==> src/rtl/i2c_reg_target.sv <==
// I2C target exposing a small byte-wide register file with an auto-incrementing pointer.
// The bus is oversampled on i_clk; all protocol decisions use synchronized SCL/SDA edges.
module i2c_reg_target #(
    parameter logic [6:0] DEVICE_ADDR = 7'h11,
    parameter int         NUM_REGS    = 4
) (
    input  logic       i_clk,
    input  logic       i_rst,
    input  logic       i_scl,
    input  logic       i_sda,
    output logic       o_sda_oe,
    output logic       o_busy,
    output logic       o_wr_valid,
    output logic [7:0] o_wr_addr,
    output logic [7:0] o_wr_data
);

    localparam int IDX_W = (NUM_REGS > 2) ? $clog2(NUM_REGS) : 1;

    typedef enum logic [3:0] {
        IDLE,
        DEV_ADDR,
        DEV_ACK,
        REG_ADDR,
        REG_ACK,
        WDATA,
        WDATA_ACK,
        RDATA,
        RDATA_ACK,
        IGNORE
    } state_t;

    logic [1:0] scl_sync_q;
    logic [1:0] sda_sync_q;
    logic       scl_prev_q;
    logic       sda_prev_q;

    state_t     state_q, state_d;
    logic [3:0] bit_cnt_q, bit_cnt_d;
    logic [7:0] shift_q, shift_d;
    logic [7:0] ptr_q, ptr_d;
    logic       sda_oe_q, sda_oe_d;
    logic       busy_q, busy_d;
    logic       wr_valid_q, wr_valid_d;
    logic [7:0] wr_addr_q, wr_addr_d;
    logic [7:0] wr_data_q, wr_data_d;

    logic [7:0] regfile_q [NUM_REGS];
    logic       rf_we;
    logic [7:0] rf_wdata;

    logic             scl_s, sda_s;
    logic             scl_rise, scl_fall, start_det, stop_det;
    logic [IDX_W-1:0] rf_idx;
    logic [7:0]       rf_rdata;
    logic [7:0]       shift_in;

    // Synchronizers reset to 1 so a reset looks like an idle bus.
    always_ff @(posedge i_clk or posedge i_rst) begin
        if (i_rst) begin
            scl_sync_q <= 2'b11;
            sda_sync_q <= 2'b11;
            scl_prev_q <= 1'b1;
            sda_prev_q <= 1'b1;
        end else begin
            scl_sync_q <= {scl_sync_q[0], i_scl};
            sda_sync_q <= {sda_sync_q[0], i_sda};
            scl_prev_q <= scl_sync_q[1];
            sda_prev_q <= sda_sync_q[1];
        end
    end

    assign scl_s     = scl_sync_q[1];
    assign sda_s     = sda_sync_q[1];
    assign scl_rise  = scl_s & ~scl_prev_q;
    assign scl_fall  = ~scl_s & scl_prev_q;
    assign start_det = scl_s & scl_prev_q & sda_prev_q & ~sda_s;
    assign stop_det  = scl_s & scl_prev_q & ~sda_prev_q & sda_s;

    assign rf_idx   = ptr_q[IDX_W-1:0];
    assign rf_rdata = regfile_q[rf_idx];
    assign shift_in = {shift_q[6:0], sda_s};

    always_comb begin
        state_d    = state_q;
        bit_cnt_d  = bit_cnt_q;
        shift_d    = shift_q;
        ptr_d      = ptr_q;
        sda_oe_d   = sda_oe_q;
        busy_d     = busy_q;
        wr_valid_d = 1'b0;
        wr_addr_d  = wr_addr_q;
        wr_data_d  = wr_data_q;
        rf_we      = 1'b0;
        rf_wdata   = shift_in;

        // START/STOP override everything and drop any partially received byte.
        if (start_det) begin
            state_d   = DEV_ADDR;
            bit_cnt_d = 4'd0;
            sda_oe_d  = 1'b0;
            busy_d    = 1'b0;
        end else if (stop_det) begin
            state_d   = IDLE;
            bit_cnt_d = 4'd0;
            sda_oe_d  = 1'b0;
            busy_d    = 1'b0;
        end else begin
            case (state_q)
                DEV_ADDR: begin
                    if (scl_rise) begin
                        shift_d   = shift_in;
                        bit_cnt_d = bit_cnt_q + 4'd1;
                    end else if (scl_fall && bit_cnt_q == 4'd8) begin
                        if (shift_q[7:1] == DEVICE_ADDR) begin
                            state_d  = DEV_ACK;
                            sda_oe_d = 1'b1;
                            busy_d   = 1'b1;
                        end else begin
                            state_d = IGNORE;
                        end
                    end
                end
                DEV_ACK: begin
                    // shift_q[0] still holds the R/W bit of the address byte.
                    if (scl_fall) begin
                        bit_cnt_d = 4'd0;
                        if (shift_q[0]) begin
                            state_d  = RDATA;
                            shift_d  = rf_rdata;
                            sda_oe_d = ~rf_rdata[7];
                        end else begin
                            state_d  = REG_ADDR;
                            sda_oe_d = 1'b0;
                        end
                    end
                end
                REG_ADDR: begin
                    if (scl_rise) begin
                        shift_d   = shift_in;
                        bit_cnt_d = bit_cnt_q + 4'd1;
                    end else if (scl_fall && bit_cnt_q == 4'd8) begin
                        ptr_d    = shift_q;
                        sda_oe_d = 1'b1;
                        state_d  = REG_ACK;
                    end
                end
                REG_ACK, WDATA_ACK: begin
                    if (scl_fall) begin
                        sda_oe_d  = 1'b0;
                        bit_cnt_d = 4'd0;
                        state_d   = WDATA;
                    end
                end
                WDATA: begin
                    if (scl_rise) begin
                        shift_d   = shift_in;
                        bit_cnt_d = bit_cnt_q + 4'd1;
                        if (bit_cnt_q == 4'd7) begin
                            rf_we      = 1'b1;
                            wr_valid_d = 1'b1;
                            wr_addr_d  = ptr_q;
                            wr_data_d  = shift_in;
                            ptr_d      = ptr_q + 8'd1;
                        end
                    end else if (scl_fall && bit_cnt_q == 4'd8) begin
                        sda_oe_d = 1'b1;
                        state_d  = WDATA_ACK;
                    end
                end
                RDATA: begin
                    if (scl_rise) begin
                        bit_cnt_d = bit_cnt_q + 4'd1;
                    end else if (scl_fall) begin
                        if (bit_cnt_q == 4'd8) begin
                            sda_oe_d = 1'b0;
                            ptr_d    = ptr_q + 8'd1;
                            state_d  = RDATA_ACK;
                        end else begin
                            shift_d  = {shift_q[6:0], 1'b0};
                            sda_oe_d = ~shift_q[6];
                        end
                    end
                end
                RDATA_ACK: begin
                    if (scl_rise) begin
                        shift_d = shift_in;
                    end else if (scl_fall) begin
                        if (!shift_q[0]) begin
                            state_d   = RDATA;
                            bit_cnt_d = 4'd0;
                            shift_d   = rf_rdata;
                            sda_oe_d  = ~rf_rdata[7];
                        end else begin
                            state_d = IGNORE;
                        end
                    end
                end
                default: begin
                end
            endcase
        end
    end

    always_ff @(posedge i_clk or posedge i_rst) begin
        if (i_rst) begin
            state_q    <= IDLE;
            bit_cnt_q  <= 4'd0;
            shift_q    <= 8'd0;
            ptr_q      <= 8'd0;
            sda_oe_q   <= 1'b0;
            busy_q     <= 1'b0;
            wr_valid_q <= 1'b0;
            wr_addr_q  <= 8'd0;
            wr_data_q  <= 8'd0;
        end else begin
            state_q    <= state_d;
            bit_cnt_q  <= bit_cnt_d;
            shift_q    <= shift_d;
            ptr_q      <= ptr_d;
            sda_oe_q   <= sda_oe_d;
            busy_q     <= busy_d;
            wr_valid_q <= wr_valid_d;
            wr_addr_q  <= wr_addr_d;
            wr_data_q  <= wr_data_d;
        end
    end

    always_ff @(posedge i_clk or posedge i_rst) begin
        if (i_rst) begin
            for (int i = 0; i < NUM_REGS; i++) begin
                regfile_q[i] <= 8'd0;
            end
        end else if (rf_we) begin
            regfile_q[rf_idx] <= rf_wdata;
        end
    end

    assign o_sda_oe   = sda_oe_q;
    assign o_busy     = busy_q;
    assign o_wr_valid = wr_valid_q;
    assign o_wr_addr  = wr_addr_q;
    assign o_wr_data  = wr_data_q;

endmodule

==> config.mk <==
export PLATFORM = sky130hd
export DESIGN_NAME = i2c_reg_target
export DESIGN_NICKNAME = d
export VERILOG_FILES = /design/src/rtl/i2c_reg_target.sv
export SDC_FILE = /design/constraint.sdc
export NUM_CORES = 1
export LEC_CHECK = 0
export ABC_AREA = 1
export BUFFER_PORTS_ARGS = -buffer_cell sky130_fd_sc_hd__buf_2
export CAP_MARGIN = 40
export CORE_ASPECT_RATIO = 1.75
export CORE_MARGIN = 8
export CORE_UTILIZATION = 45
export DETAILED_ROUTE_END_ITERATION = 12
export MAX_ROUTING_LAYER = met4
export PLACE_DENSITY_LB_ADDON = 0.2
export SLEW_MARGIN = 20
export SYNTH_ARGS = -nofsm -noshare
export SYNTH_HDL_FRONTEND = slang
export SYNTH_SLANG_ARGS = --single-unit
==> constraint.sdc <==
create_clock -name i_clk -period 3.55 [get_ports i_clk]
set_input_delay 0.71 -clock i_clk [delete_from_list [all_inputs] [get_ports i_clk]]
set_output_delay 0.71 -clock i_clk [all_outputs]
set_load 0.02 [all_outputs]
==> run metrics, run 1 <==
CP arrival=2.55 ns; outcome=complete, no violations; #FFs+latches synth=81; syn nets=574; critical path class=reg2reg; Mean Syn Cell Area=7.44 sq um; crit path cell chain=ha_1, nand4_1, nor3_4, inv_1, nand2_1, o21ai_0; total number of vias=3688; CP endpoint kind=flip-flop; CTS sink cnt=81; Hold Buf Count CTS=0; total grt overflow=0; CTS tree=yes; Cells after Synth=561; Initial Utilization=0.462; Setup crit start=scl_sync_q[1]; post-CTS setup repair buffer count=0; vias in the first global route=3666; fin crit share=0.665; post-synth top area share=0.450; GRT Overall Usage=0.190; pwr/cell area=681 nW/um^2; fraction of layout cells with a size suffix above 1=0.0884; initial antenna violation count=0; commonest non-fill, non-tap cell in the layout=nand2_1; yosys warns=0; Clock transition at path regs=0.06 ns; die footprint=12700 sq um; setup violators final=0; Port-buffer cells=22; global-route wire length before repair=17.9 mm; Synth area leaders=dfrtp_1, nand2_1, o21ai_0; die height=143 um; Die Wd=88.8 um; worst vdd ir=0.000319 V; WL final=10.9 mm; GP Congestion=0.965; drt wl/cell=15.4 um; Synth cell types=26; diode count=0; Highest Clock Rate=0.423 GHz; io pins=23; Rows=46; Max FO, Critical Path=30; worst hold margin=0.352 ns; Final Hold Vio Count=0; fin nets=597; DR vias/cell=5.21; Worst path slowest cell=dfstp_2; 1st-iter DRT viols=260; CTS resizes=0; Hold Path Class=in2async; fill cell count=909; post-layout util=0.523; unrepaired setup endpoints after global routing=no; P_leak=2.40 nW; min Tclk post-route=2.36 ns; total core area=9040 sq um; crit path buf inv count=1; first drt pass iteration count=5; most frequent cells in the layout=nand2_1, dfrtp_1, o21ai_0, nor2_1, nand3_1; slew of the pin with the lowest slew margin=0.686 ns; later-pin clock latency in the skew report=0.34 ns; Slew Viols, Final=0; Slew headroom=0.542; CTS H-tree lvls=3; Synth area leader=dfrtp_1; clk_skew=0.00457 ns; sequential element share of the synthesized area=0.488; flop2flop setup slack=1.19 ns; Final ANT Viol Nets=0; CP top delay family=simple AND/OR/NAND/NOR gates; Detailed Place HPWL=8.10 mm; mapped cell area=4170 sq um; type of origin of the critical path=flip-flop; crit-path max cell delay=0.56 ns; CTS Buf Count=9; worst-case clock buffer depth=2; total negative setup slack=0 ns; drc violations=0; Clock Tree Root=clkbuf_16; synthesis-to-finish area growth=13.3%; maximum number of pins on one net before global-route repair=37; total of max-cap violations=0; worst reg2reg path startpoint=scl_sync_q[1]; required time worst endpoint=3.74 ns
==> through the flow <==
step,setup WS (ns),cell area (sq um),total power [mW],instances
floorplan,0.770,4170,1.93,561
global placement,1.22,4410,2.24,693
detailed placement,1.19,4410,2.24,693
CTS,1.17,4730,3.24,708
global route,0.974,4730,3.46,708
finish,1.19,4730,3.22,708
==> flip-flops by register name, summed over array words and instances (netlist names), 4 cells and up <==
register / cells
shift_q: 8
bit_cnt_q: 4
regfile_q: 32
o_wr_addr: 8
state_q: 4
ptr_q: 8
o_wr_data: 8
==> cell families (layout without fill, tap and decap cells) <==
group,Yosys count,after routing,synth area share
flip-flops,81,81,0.488
AO/OA/AOI/OAI,91,91,0.113
XOR/XNOR,4,4,0.00840
multiplexers,1,1,0.00240
buffers and inverters,56,83,0.0522
AND/OR/NAND/NOR,319,319,0.310
adder cells (fa/ha/maj),9,9,0.0270
==> final cells by class <==
| class | count | area, sq um | share of cell area |
|---|---|---|---|
| sequential | 81 | 2030 | 0.431 |
| clock inverter | 5 | 80.1 | 0.0169 |
| clock buffer | 10 | 239 | 0.0506 |
| multi-input combinational | 424 | 1920 | 0.406 |
| timing repair buffer | 27 | 148 | 0.0312 |
| inverter | 41 | 155 | 0.0328 |
| tap | 120 | 150 | 0.0318 |
==> where the power goes <==
| group | total [mW] | switching [mW] | internal (mW) |
|---|---|---|---|
| clock network | 0.991 | 0.362 | 0.629 |
| logic | 1.11 | 0.778 | 0.327 |
| registers | 1.12 | 0.109 | 1.02 |
==> worst paths after layout <==
check                           endpoint  depth (start not counted)
min reg2reg                scl_sync_q[1]                          0
min in group i_clk         scl_sync_q[1]                          0
max reg2reg                 o_wr_addr[7]                          6
max in group asynchronous       ptr_q[2]                          3
min                        regfile_q[16]                          2
max                         o_wr_addr[7]                          6
==> Yosys cell counts <==
library cell  count
or2_2             1
o21a_1            1
xor2_1            4
a31oi_1           1
nor2_1           52
mux2i_1           1
nand2_1         208
nand3b_1          1
clkbuf_1          9
nand4_1           3
dfrtp_1          75
dfstp_2           6
o211ai_1          1
nor3_1            1
o21ai_1           4
nor3_4            1
a21oi_1           3
ha_1              9
and3_1            1
o21ai_0          74
inv_1            38
o22ai_1           7
clkinv_1          2
inv_2             1
buf_2             6
nand3_1          51
==> layer usage <==
layer  share of wire  vias up  routed length, um  global-route usage
li1                -     1858                  -                   -
met4           0.037        0                408               0.107
met2            0.54       85               5900               0.329
met1            0.39     1716               4260               0.192
met3           0.032       29                347              0.0372
met5               0        -                  0                   -
Note: power is estimated with default switching activity, not from simulation.
==> run 2, diff against run 1 <==
==> constraint.sdc (replaced) <==
create_clock -name i_clk -period 2.1 [get_ports i_clk]
set_input_delay 0.42 -clock i_clk [delete_from_list [all_inputs] [get_ports i_clk]]
set_output_delay 0.42 -clock i_clk [all_outputs]
set_load 0.02 [all_outputs]
==> run 2 against run 1 <==
Critical path depth grew 2. Largest cell class unchanged. Clock skew is 0.0012 ns higher. Global-route usage is 1.6 points higher. Routed wire length rose by 7.2%. Core utilization up 3.1 points. Largest power group is now combinational cells. Combinational power increased by 89%. Critical path type unchanged. Clock-buffer cell count unchanged.
==> run metrics, run 2 (synthesis results as in run 1) <==
drt wl/cell=16.0 um (+3.5%); Final Hold Vio Count=0 (unchanged); GP Congestion=0.961 (-0.51%); global-route wire length before repair=19.3 mm (+8.0%); post-CTS setup repair buffer count=0 (unchanged); CTS H-tree lvls=3 (unchanged); later-pin clock latency in the skew report=0.34 ns (about the same); WL final=11.7 mm (+7.2%); Net Sw Power=2.25 mW (+80%); Highest Clock Rate=0.499 GHz (+18%); initial antenna violation count=0 (unchanged); CP endpoint kind=flip-flop; Hold Buf Count CTS=0 (unchanged); fill cell count=899 (-1.1%); critical path class=reg2reg; total of max-cap violations=0 (unchanged); commonest non-fill, non-tap cell in the layout=nand2_1; Initial Utilization=0.462 (unchanged); slew of the pin with the lowest slew margin=0.615 ns (-0.0713 ns); maximum number of pins on one net before global-route repair=31 (-16%); CTS tree=yes; CTS sink cnt=81 (unchanged); fin nets=621 (+4.0%); DR vias/cell=5.35 (+2.7%); unrepaired setup endpoints after global routing=no; Hold Path Class=in2async; GRT Overall Usage=0.206 (+0.0159); Placed Area=4640 sq um (+5.3%); Max FO, Critical Path=8 (-73%); worst-case clock buffer depth=2 (unchanged); outcome=complete, no violations; sw frac=0.393 (+0.00557); Clock transition at path regs=0.06 ns (about the same); dpl ws=-0.00662 ns (-1.19 ns); required time worst endpoint=2.38 ns (-1.36 ns); clk_skew=0.00575 ns (+0.00119 ns); crit path cell chain=inv_1, nand2_1, o21ai_0, nand2_1, and3_2, nand2_1, nand2_1, nand2_1; Combinational Power Share=0.367 (+0.024); 1st-iter DRT viols=284 (+9.2%); Port-buffer cells=22 (unchanged); fraction of layout cells with a size suffix above 1=0.142 (+0.0535); drc violations=0 (unchanged); Worst path slowest cell=dfrtp_1; crit-path max cell delay=0.42 ns (-0.14 ns); total core area=9040 sq um (unchanged); total grt overflow=0 (unchanged); first drt pass iteration count=5 (unchanged); pwr/cell area=1140 nW/um^2 (+67%); fin crit share=0.955 (+0.289); type of origin of the critical path=flip-flop; Die Wd=88.8 um (unchanged); most frequent cells in the layout=nand2_1, dfrtp_1, o21ai_0, nand3_1, nor2_1; Final ANT Viol Nets=0 (unchanged); Internal Pwr Total=3.46 mW (+76%); Slew headroom=0.589 (+0.0472); die footprint=12700 sq um (unchanged); register area=2030 sq um (unchanged); diode count=0 (unchanged); P_leak=2.54 nW (+5.9%); Finished Cell Area=5000 sq um (+5.9%); max reg flops=32 (unchanged); Detailed Place HPWL=8.81 mm (+8.8%); Slew Viols, Final=0 (unchanged); post-route setup slack=0.0951 ns (-1.09 ns); Rows=46 (unchanged); multi-input logic area=1950 sq um (+1.8%); CP arrival=2.28 ns (-0.27 ns); sequential share of power=0.332 (-0.017); synthesis-to-finish area growth=19.9%; total number of vias=3920 (+6.3%); Finished Layout Cells=733 (+3.5%); min Tclk post-route=2.00 ns (-0.357 ns); CTS Buf Count=9 (unchanged); io pins=23 (unchanged); die height=143 um (unchanged); vias in the first global route=3884 (+5.9%); setup violators final=0 (unchanged); worst vdd ir=0.000596 V (+87%); DP Cell Count=717 (+3.5%); Largest Register=regfile_q; Crit path top cell by count=nand2_1; Clock Tree Root=clkbuf_16; Clock power frac=0.301 (-0.007)
-- run 2: critical path: cells and delay by family, from the launching register on --
| kind | cells | cell delay [ns] |
|---|---|---|
| compound gates | 1 | 0.38 |
| buf+inv | 1 | 0.16 |
| flops | 1 | 0.42 |
| simple gates | 6 | 1.00 |
-- run 2: what timing repair did --
item,4_1_cts,5_1_grt
resized for setup,1,12
endpoints found under the setup margin,7,40
pin swaps,0,1
-- run 2: layer usage --
layer | global-route usage | vias up | wire length, um
li1 | - | 1902 | -
met5 | - | - | 0
met2 | 0.353 | 119 | 6220
met1 | 0.213 | 1858 | 4430
met3 | 0.0297 | 41 | 443
met4 | 0.129 | 0 | 607
-- run 2: metrics by stage --
step | util | setup TNS (ns) | hold slack (ns) | power (mW)
after floorplan | - | 0 | 0.345 | 3.27
after global placement | 0.513 | 0 | 0.346 | 3.92
after detailed placement | 0.513 | -0.00662 | 0.348 | 3.94
after CTS | 0.550 | 0 | 0.168 | 5.68
after global routing | 0.554 | 0 | 0.175 | 6.12
final | 0.554 | 0 | 0.150 | 5.71
-- run 2: layout make-up --
type                    instances  area share
clock buffers                  10      0.0478
clock inverters                 6      0.0180
inverters                      41      0.0315
multi-input cells             424       0.391
flip-flops and latches         81       0.407
well taps                     120      0.0300
repair buffers                 51      0.0755
-- run 2: worst paths after layout --
path	startpoint	end	slack [ns]	cells after the start
hold reg to reg	sda_sync_q[0]	sda_sync_q[1]	0.35	0
setup / recovery	state_q[3]	shift_q[2]	0.1	8
setup reg to reg	state_q[3]	shift_q[2]	0.1	8
hold / removal	i_rst	regfile_q[26]	0.15	2
min in group i_clk	i_sda	sda_sync_q[0]	0.18	1
max in group asynchronous	i_rst	sda_sync_q[1]	1.37	3
-- run 2: power by group through the flow --
stage | clock, mW | sequential, mW | combinational [mW]
after floorplan | 0 | 1.87 | 1.40
after global placement | 0 | 1.91 | 2.01
after detailed placement | 0 | 1.91 | 2.03
after CTS | 1.75 | 1.89 | 2.04
after global routing | 1.81 | 1.91 | 2.40
final | 1.72 | 1.89 | 2.10
